File: config.mk
export PLATFORM = sky130hd
export DESIGN_NAME = msg_wr_arbiter_flat
export DESIGN_NICKNAME = d
export VERILOG_FILES = /design/src/rtl/msg_wr_arbiter_if.sv /design/src/rtl/msg_wr_arbiter.sv /design/src/flat_wrapper.sv
export SDC_FILE = /design/constraint.sdc
export NUM_CORES = 1
export LEC_CHECK = 0
export ABC_AREA = 0
export CAP_MARGIN = 30
export CORE_MARGIN = 2
export CORE_UTILIZATION = 41
export CTS_BUF_LIST = sky130_fd_sc_hd__clkbuf_4 sky130_fd_sc_hd__clkbuf_8
export DETAILED_ROUTE_END_ITERATION = 8
export GPL_TIMING_DRIVEN = 0
export HOLD_SLACK_MARGIN = 0.15
export PLACE_DENSITY = 0.79
export SLEW_MARGIN = 20
export SYNTH_ARGS = -nofsm -noshare
export SYNTH_HDL_FRONTEND = slang
export SYNTH_SLANG_ARGS = --single-unit
File: constraint.sdc
create_clock -name clk -period 1.6 [get_ports clk]
set_clock_uncertainty 0.2 [all_clocks]
set_input_delay 0.32 -clock clk [delete_from_list [all_inputs] [get_ports clk]]
set_output_delay 0.32 -clock clk [all_outputs]
set_load 0.01 [all_outputs]
File: src/rtl/msg_wr_arbiter_if.sv
// Requester handshake and message-memory write port of msg_wr_arbiter.
// The arbiter takes the master view. Requesters and memory share the slave view.
interface msg_wr_arbiter_if #(
   parameter int NREQ = 4,
   parameter int DW   = 8
);
   logic [NREQ-1:0]    req_valid;
   logic [NREQ-1:0]    req_last;
   logic [NREQ*DW-1:0] req_data;
   logic [NREQ-1:0]    req_ready;
   logic [NREQ-1:0]    gnt;
   logic               wr;
   logic [DW-1:0]      dat;
   logic               disp;
   logic               busy;
   logic               err_trunc;

   modport master (
      input  req_valid, req_last, req_data,
      output req_ready, gnt, wr, dat, disp, busy, err_trunc
   );

   modport slave (
      output req_valid, req_last, req_data,
      input  req_ready, gnt, wr, dat, disp, busy, err_trunc
   );
endinterface

File: src/rtl/msg_wr_arbiter.sv
// Round-robin message arbiter for the shared byte-write/display port.
// A grant is held for a whole message. The granted bytes are forwarded as
// registered wr/dat pulses. After the last byte the arbiter waits GAP cycles,
// then pulses disp. Messages that reach MAXLEN bytes without a last marker are cut.
module msg_wr_arbiter #(
   parameter int NREQ   = 4,
   parameter int DW     = 8,
   parameter int GAP    = 3,
   parameter int MAXLEN = 32
) (
   input  logic             clk,
   input  logic             rst_b,
   msg_wr_arbiter_if.master bus
);
   localparam int IW = (NREQ > 1) ? $clog2(NREQ) : 1;
   localparam int CW = $clog2(MAXLEN + 1);
   localparam int GW = $clog2(GAP + 1);

   typedef enum logic [1:0] {IDLE, XFER, WAIT, DISP} state_t;

   state_t          state_reg, state_next;
   logic [NREQ-1:0] gnt_reg, gnt_next;
   logic [IW-1:0]   gidx_reg, gidx_next;
   logic [IW-1:0]   last_grant_reg, last_grant_next;
   logic [CW-1:0]   cnt_reg, cnt_next;
   logic [GW-1:0]   gap_reg, gap_next;
   logic            wr_reg, wr_next;
   logic [DW-1:0]   dat_reg, dat_next;
   logic            disp_reg, disp_next;
   logic            busy_reg, busy_next;
   logic            err_reg, err_next;

   logic            pick_found;
   logic [IW-1:0]   pick_idx;
   logic [IW:0]     cand;
   logic            hs;
   logic            g_last;
   logic [DW-1:0]   g_data;
   logic [CW-1:0]   cnt_inc;
   logic [DW-1:0]   data_arr [NREQ];

   // Per-requester byte lanes and ready bits. Ready is a decode of state and grant only.
   generate
      for (genvar gi = 0; gi < NREQ; gi++) begin : g_lane
         assign data_arr[gi]      = bus.req_data[gi*DW +: DW];
         assign bus.req_ready[gi] = (state_reg == XFER) && gnt_reg[gi];
      end
   endgenerate

   assign hs     = (state_reg == XFER) && ((bus.req_valid & gnt_reg) != '0);
   assign g_last = bus.req_last[gidx_reg];
   assign g_data = data_arr[gidx_reg];

   // Round-robin search: the nearest valid requester above the previous grant wins.
   // The loop walks from the farthest offset down, so the nearest offset is written last.
   always_comb begin
      pick_found = 1'b0;
      pick_idx   = '0;
      cand       = '0;
      for (int k = NREQ; k >= 1; k--) begin
         cand = {1'b0, last_grant_reg} + (IW+1)'(k);
         if (cand >= (IW+1)'(NREQ)) begin
            cand = cand - (IW+1)'(NREQ);
         end
         if (bus.req_valid[cand[IW-1:0]]) begin
            pick_found = 1'b1;
            pick_idx   = cand[IW-1:0];
         end
      end
   end

   // Next-state and next-output logic for the IDLE/XFER/WAIT/DISP sequence.
   always_comb begin
      state_next      = state_reg;
      gnt_next        = gnt_reg;
      gidx_next       = gidx_reg;
      last_grant_next = last_grant_reg;
      cnt_next        = cnt_reg;
      gap_next        = gap_reg;
      wr_next         = 1'b0;
      dat_next        = '0;
      err_next        = 1'b0;
      cnt_inc         = cnt_reg + 1'b1;
      case (state_reg)
         IDLE: begin
            if (pick_found) begin
               state_next         = XFER;
               gidx_next          = pick_idx;
               gnt_next           = '0;
               gnt_next[pick_idx] = 1'b1;
            end
         end
         XFER: begin
            if (hs) begin
               wr_next  = 1'b1;
               dat_next = g_data;
               cnt_next = cnt_inc;
               if (g_last) begin
                  state_next = WAIT;
                  gap_next   = '0;
               end else if (cnt_inc == CW'(MAXLEN)) begin
                  state_next = WAIT;
                  gap_next   = '0;
                  err_next   = 1'b1;
               end
            end
         end
         WAIT: begin
            // The first WAIT cycle still shows the final wr, so the gap count starts at zero there.
            if (gap_reg == GW'(GAP)) begin
               state_next = DISP;
            end else begin
               gap_next = gap_reg + 1'b1;
            end
         end
         DISP: begin
            state_next      = IDLE;
            gnt_next        = '0;
            cnt_next        = '0;
            last_grant_next = gidx_reg;
         end
         default: begin
            state_next = IDLE;
         end
      endcase
      disp_next = (state_next == DISP);
      busy_next = (state_next != IDLE);
   end

   // State and output registers. An asynchronous reset aborts any message in flight.
   always_ff @(posedge clk or negedge rst_b) begin
      if (!rst_b) begin
         state_reg      <= IDLE;
         gnt_reg        <= '0;
         gidx_reg       <= '0;
         last_grant_reg <= IW'(NREQ - 1);
         cnt_reg        <= '0;
         gap_reg        <= '0;
         wr_reg         <= 1'b0;
         dat_reg        <= '0;
         disp_reg       <= 1'b0;
         busy_reg       <= 1'b0;
         err_reg        <= 1'b0;
      end else begin
         state_reg      <= state_next;
         gnt_reg        <= gnt_next;
         gidx_reg       <= gidx_next;
         last_grant_reg <= last_grant_next;
         cnt_reg        <= cnt_next;
         gap_reg        <= gap_next;
         wr_reg         <= wr_next;
         dat_reg        <= dat_next;
         disp_reg       <= disp_next;
         busy_reg       <= busy_next;
         err_reg        <= err_next;
      end
   end

   assign bus.gnt       = gnt_reg;
   assign bus.wr        = wr_reg;
   assign bus.dat       = dat_reg;
   assign bus.disp      = disp_reg;
   assign bus.busy      = busy_reg;
   assign bus.err_trunc = err_reg;
endmodule

File: src/flat_wrapper.sv
// flat-port wrapper written by rule: the top's interface ports become plain ports
module msg_wr_arbiter_flat 
#(
   parameter int NREQ   = 4,
   parameter int DW     = 8,
   parameter int GAP    = 3,
   parameter int MAXLEN = 32
)
  (clk, rst_b, bus_req_valid, bus_req_last, bus_req_data, bus_req_ready, bus_gnt, bus_wr, bus_dat, bus_disp, bus_busy, bus_err_trunc);
  msg_wr_arbiter_if #(.NREQ(NREQ), .DW(DW)) bus_i ();
  input  logic clk;
  input  logic rst_b;
  input wire logic [$bits(bus_i.req_valid)-1:0] bus_req_valid;
  input wire logic [$bits(bus_i.req_last)-1:0] bus_req_last;
  input wire logic [$bits(bus_i.req_data)-1:0] bus_req_data;
  output wire logic [$bits(bus_i.req_ready)-1:0] bus_req_ready;
  output wire logic [$bits(bus_i.gnt)-1:0] bus_gnt;
  output wire logic [$bits(bus_i.wr)-1:0] bus_wr;
  output wire logic [$bits(bus_i.dat)-1:0] bus_dat;
  output wire logic [$bits(bus_i.disp)-1:0] bus_disp;
  output wire logic [$bits(bus_i.busy)-1:0] bus_busy;
  output wire logic [$bits(bus_i.err_trunc)-1:0] bus_err_trunc;
  assign bus_i.req_valid = bus_req_valid;
  assign bus_i.req_last = bus_req_last;
  assign bus_i.req_data = bus_req_data;
  assign bus_req_ready = bus_i.req_ready;
  assign bus_gnt = bus_i.gnt;
  assign bus_wr = bus_i.wr;
  assign bus_dat = bus_i.dat;
  assign bus_disp = bus_i.disp;
  assign bus_busy = bus_i.busy;
  assign bus_err_trunc = bus_i.err_trunc;
  msg_wr_arbiter #(.NREQ(NREQ), .DW(DW), .GAP(GAP), .MAXLEN(MAXLEN)) u_core (.clk(clk), .rst_b(rst_b), .bus(bus_i));
endmodule
==> flow_summary_export.csv, run 1 <==
group,metric,value,unit
timing,worst_slew_pin_slew,0.655,ns
critical_path,crit_slowest_cell,"dfrtp_1",
timing,finalCritPeriodShare,1.06,
logic_synthesis,avgSynthCellArea,11.8,µm²
logic_synthesis,synth_edf_count,0,
timing,fmax,591,MHz
critical_path,r2r_cells,4,
clock_tree,cts_tree,"done",
timing,slew_viol_final,0,
logic_synthesis,ys.flop_type,"dfrtp_1",
cells_and_area,final_common_cell,"clkdlybuf4s50_1",
critical_path,cp-start-kind,"flip-flop",
cells_and_area,fillCellCount,272,
routing,drc_errors,0,
critical_path,r2r_setup_slack,-0.08,ns
routing,first_iter_violations,93,
global_routing,antenna_found_initial,0,
routing,avgViaCountPerCell,5.49,
critical_path,worstSetupEndpointType,"output pin",
power,power,1.87,mW
global_routing,overflow,0,
logic_synthesis,synth_area,0.00161,mm²
clock_tree,clock_latency,0.28,ns
logic_synthesis,synth_seq_cells,30,
power,powerDensity,698,mW/mm²
global_routing,grt_usage,0.217,
floorplanning,die_width,66.7,µm
cells_and_area,diodes,0,
routing,ant_nets,0,
cells_and_area,largest_reg_flops,8,
cells_and_area,nets,269,
cells_and_area,area_growth,66.1,%
outcome,outcome,"complete, but fails checks",
clock_tree,cts-buffers-inserted,5,
cells_and_area,ff_latch_area,753,µm²
cells_and_area,most-common-layout-cells,"clkdlybuf4s50_1, dfrtp_1, dlygate4sd2_1",
critical_path,slowest_delay,0.38,ns
clock_tree,clock_sinks,30,
min_path,hold_path_depth,2,
critical_path,critPathKind,"flip-flop to output pin",
critical_path,r2r_end,"u_core.state_reg[1]",
placement,io_buffers,61,
critical_path,arrival,1.17,ns
logic_synthesis,syn_inst,137,
cells_and_area,multi_input_area,928,µm²
logic_synthesis,async_flop_share,1.00,
outcome,violations,"setup timing",
placement,dp_slack,-0.627,ns
clock_tree,cts_max_path_buffers,2,
floorplanning,rows,22,
critical_path,timing.critical_path.required,1.08,ns
routing,vias,1505,
global_routing,grt_pass1_wl,7.12,mm
timing,max-slew-margin-rel,0.564,
routing,first_pass_iters,4,
timing,post-route-min-period,1.69,ns
floorplanning,die_area,0.00445,mm²
power,max-vdd-ir-drop,0.000670,V
critical_path,regToRegStartpoint,"u_core.gidx_reg[0]",
cells_and_area,layout-drive-gt1-share,0.354,
logic_synthesis,ys_warn_count,0,
critical_path,crit_chain,"and2b_2, and2_1, buf_2",
logic_synthesis,synthesis.nets,181,
timing,hold_slack,0.388,ns
clock_tree,clockRootBuffer,"clkbuf_8",
routing,routed_wl,4.39,mm
floorplanning,core,0.00372,mm²
floorplanning,die_h,66.7,µm
placement,dpl.hpwl,2.93,mm
global_routing,grt_pass1_vias,1548,
power,p_leak,1.22,nW
critical_path,crit_path_max_fanout,5,
clock_tree,clk_pin_slew,0.06,ns
timing,worst_slack,-0.0907,ns
logic_synthesis,ys_types,41,
global_routing,grt_max_degree,31,
floorplanning,start_util,0.434,
clock_tree,h-tree-depth,2,
routing,wl_per_cell,16.0,µm
timing,finalSetupViolations,11,
min_path,hp-class,"flip-flop to flip-flop",
timing,rsz0062_at_grt,"true",
min_path,hold_end,"u_core.gap_reg[0]",
timing,finalHoldViolCount,0,
floorplanning,ios,62,
logic_synthesis,synth_seq_area_share,0.467,
placement,gp_congestion,0.722,
cells_and_area,final_util,0.720,
min_path,hp-start,"u_core.gap_reg[0]",
run,drv_cap,0,
==> kinds of logic (layout without fill, tap and decap cells) <==
kind of cell | Yosys count | in the layout | share of synthesized area
and+or+nand+nor | 52 | 52 | 0.182
buffers and inverters | 9 | 98 | 0.0241
adders and majority gates | 2 | 2 | 0.0155
muxes | 11 | 11 | 0.140
AOI/OAI and AO/OA | 32 | 32 | 0.166
xor gates and xnor gates | 1 | 1 | 0.00544
DFF | 30 | 30 | 0.467
==> stage by stage <==
step	TNS [ns]	std cells	cell area [µm²]
after floorplan	-0.0103	137	1620
after global placement	-23.85	246	2290
after detailed placement	-12.72	246	2290
after CTS	-0.651	271	2590
after global routing	-1.57	274	2680
final	-0.624	274	2680
==> where the power goes <==
group          switching [mW]  internal [mW]
Sequential                  0          0.759
Combinational          0.0520          0.106
Clock                   0.286          0.664
==> per-layer routing <==
| metal | vias up | GRT usage | routed length (µm) |
|---|---|---|---|
| met5 | - | 0 | 0 |
| met4 | 0 | 0.0536 | 38 |
| met3 | 4 | 0.0777 | 369 |
| met2 | 64 | 0.410 | 2360 |
| met1 | 752 | 0.225 | 1620 |
| li1 | 685 | - | - |
==> area by class of cell <==
class	count	area share
Buffer	4	0.0145
Multi-Input combinational cell	98	0.347
Tap cell	48	0.0224
Sequential cell	30	0.281
Clock buffer	6	0.0309
Inverter	4	0.00561
Clock inverter	2	0.0224
Timing Repair Buffer	82	0.276
==> critical path, delay by kind of cell, from the launching register on <==
family	cells	cell delay [ns]
buffers and inverters	1	0.12
AND/OR/NAND/NOR	2	0.39
flip-flops	1	0.38
==> worst max-delay path by stage <==
| stage | from | end | slack [ns] | depth (start not counted) |
|---|---|---|---|---|
| 6_report | u_core.state_reg[1] | bus_req_ready[0] | -0.09 | 3 |
| 5_1_grt | u_core.state_reg[1] | bus_req_ready[0] | -0.15 | 3 |
| 4_1_cts | u_core.gidx_reg[0] | u_core.state_reg[1] | -0.11 | 4 |
| 3_5_place_dp | bus_req_valid[1] | u_core.bus.gnt[2] | -0.63 | 5 |
| 3_3_place_gp | bus_req_valid[0] | u_core.bus.gnt[2] | -0.56 | 5 |
| 2_1_floorplan | u_core.cnt_reg[0] | u_core.gap_reg[0] | -0.01 | 5 |
==> Yosys cell counts, types with 2 or more instances <==
library cell	n	area share
nor2b_1	9	0.035
dfstp_2	2	0.033
a22o_2	2	0.012
nand2_1	8	0.019
ha_1	2	0.016
and2b_2	2	0.011
nor2_1	6	0.014
nor3_1	2	0.0062
mux2_2	2	0.014
inv_1	4	0.0093
nand3_1	7	0.022
nand2b_1	6	0.023
mux4_2	9	0.13
a32o_1	4	0.025
nor3b_1	2	0.0093
o21ai_0	9	0.028
a21o_1	3	0.014
dfrtp_1	28	0.43
and2_1	5	0.019
buf_2	4	0.012
==> timing repair <==
action / 4_1_cts / 5_1_grt
buffers inserted: 16 / 5
hold buffers: 1 / 0
resized for setup: 61 / 29
pin swaps: 7 / 8
cloned: 0 / 1
endpoints found under the setup margin: 47 / 32
hold endpoints to repair: 28 / 0
No activity file was read; power rests on OpenSTA's default activity.
==> inputs of run 2 (changes only) <==
- ABC_AREA: 0 -> 1
- CORE_UTILIZATION: 41 -> 42
- PLACE_DENSITY: 0.79 -> 0.78
==> run 2 against run 1 <==
Highest routed layer unchanged; core utilization shrank 2.3 points; clock power shrank 31%; routed wire length grew 19%; non-clock buffer count grew 1; global-route usage grew 0.52 points; synthesized area grew 12%; the flow still finishes with violations (setup timing); cell count grew 41%; sequential power grew 58%; first-iteration DRC count grew 14%; register-to-register slack lost 0.06 ns.
==> flow_summary_export.csv, run 2 <==
group,metric,value,unit
power,p_leak,1.41,nW
global_routing,grt_pass1_wl,8.66,mm
floorplanning,rows,23,
placement,dp_slack,-0.407,ns
global_routing,overflow,0,
routing,wl_met1,2.22,mm
floorplanning,ios,62,
routing,highest_layer,"met4",
logic_synthesis,synth.largest_area_cell,"dfrtp_1",
cells_and_area,final_common_cell,"nor2_1",
logic_synthesis,synth_top_area_frac,0.388,
outcome,outcome,"complete, but fails checks",
logic_synthesis,yosys-top-cells-count,"nand2_1, nor2_1, dfrtp_1",
logic_synthesis,synth_area,0.00181,mm²
timing,rsz0062_at_grt,"true",
cells_and_area,final_util,0.698,
placement,gp_congestion,0.855,
timing,slew_viol_final,0,
placement,dpl.hpwl,3.52,mm
cells_and_area,layout-drive-gt1-share,0.319,
logic_synthesis,synth_edf_count,0,
clock_tree,clockRootBuffer,"clkbuf_8",
timing,finalSetupViolations,14,
timing,finalHoldViolCount,0,
timing,tns,-1.18,ns
logic_synthesis,synth_seq_cells,30,
logic_synthesis,ys_types,28,
logic_synthesis,ys.flop_type,"dfrtp_1",
outcome,violations,"setup timing",
routing,wl_met2,2.83,mm
routing,first_pass_iters,4,
logic_synthesis,yosys.area_share.adder,0.0139,
routing,first_iter_violations,106,
routing,drc_errors,0,
floorplanning,start_util,0.445,
logic_synthesis,synth-xor-area-share,0.00485,
floorplanning,core,0.00406,mm²
cells_and_area,largest_reg_flops,8,
timing,fmax,574,MHz
logic_synthesis,synth_simple_gate_area_frac,0.332,
critical_path,timing.critical_path.required,1.61,ns
routing,met3_length,128,µm
timing,worst_slew_pin_slew,0.683,ns
routing,vias,1883,
power,max-vdd-ir-drop,0.000809,V
clock_tree,h-tree-depth,2,
cells_and_area,nets,378,
critical_path,cp-start-kind,"flip-flop",
min_path,hp-class,"flip-flop to flip-flop",
logic_synthesis,async_flop_share,1.00,
routing,routed_wl,5.24,mm
routing,avgViaCountPerCell,4.89,
logic_synthesis,netlist_top_cells_area,"dfrtp_1, nand2_1, nor2_1",
cells_and_area,most-common-layout-cells,"nor2_1, clkdlybuf4s50_1, nand2_1",
critical_path,crit_path_max_fanout,5,
clock_tree,clk_pin_slew,0.06,ns
clock_tree,cts_max_path_buffers,2,
cells_and_area,diodes,0,
timing,max-slew-margin-rel,0.545,
timing,worst_slack,-0.141,ns
routing,ant_nets,0,
logic_synthesis,synthesis.nets,293,
global_routing,grt_pass1_vias,1936,
global_routing,grt_max_degree,31,
logic_synthesis,synth_mux_area_frac,0,
placement,io_buffers,61,
critical_path,arrival,1.75,ns
logic_synthesis,syn_inst,249,
timing,post-route-min-period,1.74,ns
critical_path,slowest_delay,0.56,ns
routing,wl_per_cell,13.6,µm
logic_synthesis,ys_warn_count,0,
floorplanning,die_area,0.00484,mm²
critical_path,critPathKind,"flip-flop to flip-flop",
power,powerDensity,1650,mW/mm²
floorplanning,die_width,69.6,µm
critical_path,crit_chain,"buf_6, nand2_2, o21ai_2, nand2_1, nand2_2, nand2_2, nand2_2, nand2_2, nand2_4, nand2_1, o21ai_1",
run,drv_cap,0,
logic_synthesis,avgSynthCellArea,7.25,µm²
logic_synthesis,synth_top_family_by_area,"simple AND/OR/NAND/NOR gates",
critical_path,worstSetupEndpointType,"flip-flop",
clock_tree,clock_sinks,30,
timing,finalCritPeriodShare,1.09,
critical_path,cp_common_cell,"nand2_2",
critical_path,crit_slowest_cell,"dfstp_2",
logic_synthesis,synth.most_common_cell,"nand2_1",
cells_and_area,fillCellCount,322,
cells_and_area,area_growth,56.8,%
clock_tree,cts-buffers-inserted,5,
logic_synthesis,synth_seq_area_share,0.417,
clock_tree,clock_latency,0.29,ns
global_routing,antenna_found_initial,0,
clock_tree,cts_tree,"done",
logic_synthesis,synth-compound-area-share,0.138,
floorplanning,die_h,69.6,µm
global_routing,grt_usage,0.222,
run 2: changes by cell type after synthesis, sizes merged, moves of 10 or more:
cell | before | now
nand2 | 8 | 58
nor2 | 6 | 49
inv | 4 | 28
o21ai | 10 | 32
nand3 | 7 | 24
a21oi | 0 | 10
run 2: power by group:
part / internal [mW] / switching [mW] / leakage (nW) / total [mW]
Clock: 0.363 / 0.293 / 0.0517 / 0.657
Combinational: 1.19 / 1.63 / 0.967 / 2.82
Sequential: 1.03 / 0.169 / 0.388 / 1.20
Total: 2.58 / 2.09 / 1.41 / 4.68
run 2: critical path, delay by kind of cell (launching register included):
family | cells | cell delay [ns]
flops | 1 | 0.56
compound gates | 2 | 0.17
simple gates | 8 | 0.59
buf+inv | 1 | 0.14
run 2: area by class of cell:
cell class                      instances  area, µm²  share of cell area
Inverter                               29        121              0.0429
Sequential cell                        30        754               0.267
Multi-Input combinational cell        181       1020               0.361
Timing Repair Buffer                   78        706               0.249
Clock inverter                          1       5.00             0.00177
Clock buffer                            7       90.1              0.0318
Buffer                                  9       70.1              0.0248
Tap cell                               50       62.6              0.0221
run 2: through the flow:
| stage | hold WS, ns | instances | power, mW | instance area [µm²] |
|---|---|---|---|---|
| final | 0.309 | 385 | 4.68 | 2830 |
| after global routing | 0.348 | 385 | 5.03 | 2830 |
| after CTS | 0.298 | 383 | 4.41 | 2730 |
| after detailed placement | 0.201 | 360 | 3.46 | 2470 |
| after global placement | 0.265 | 360 | 3.42 | 2480 |
| after floorplan | -0.176 | 249 | 2.69 | 1810 |
run 2: logic make-up (layout without fill, tap and decap cells):
logic type,count (synthesis),count (layout)
AOI/OAI and AO/OA,44,44
and+or+nand+nor,134,134
DFF,30,30
adders and majority gates,2,2
buffers and inverters,38,124
xor gates and xnor gates,1,1
run 2: worst paths after layout:
path,start,endpoint,slack [ns],depth (start not counted)
min in group asynchronous,rst_b,u_core.bus.dat[1],0.41,2
setup reg to reg,u_core.last_grant_reg[0],u_core.gidx_reg[0],-0.14,11
max in group asynchronous,rst_b,u_core.cnt_reg[2],0.31,2
hold reg to reg,u_core.gap_reg[1],u_core.gap_reg[1],0.31,2
setup / recovery,u_core.last_grant_reg[0],u_core.gidx_reg[0],-0.14,11
hold / removal,u_core.gap_reg[1],u_core.gap_reg[1],0.31,2
run 2: per-layer routing:
layer | global-route usage | vias to the layer above
li1 | - | 963
met1 | 0.259 | 890
met2 | 0.400 | 23
met3 | 0.0494 | 7
met4 | 0.0741 | 0
met5 | 0 | -
run 2: repair_timing:
action / 4_1_cts / 5_1_grt
setup endpoints to repair: 36 / 29
cloned: 1 / 0
resized for setup: 64 / 33
buffers inserted: 13 / 2
hold endpoints to repair: 28 / 0
hold buffers: 1 / 0
pin swaps: 13 / 14
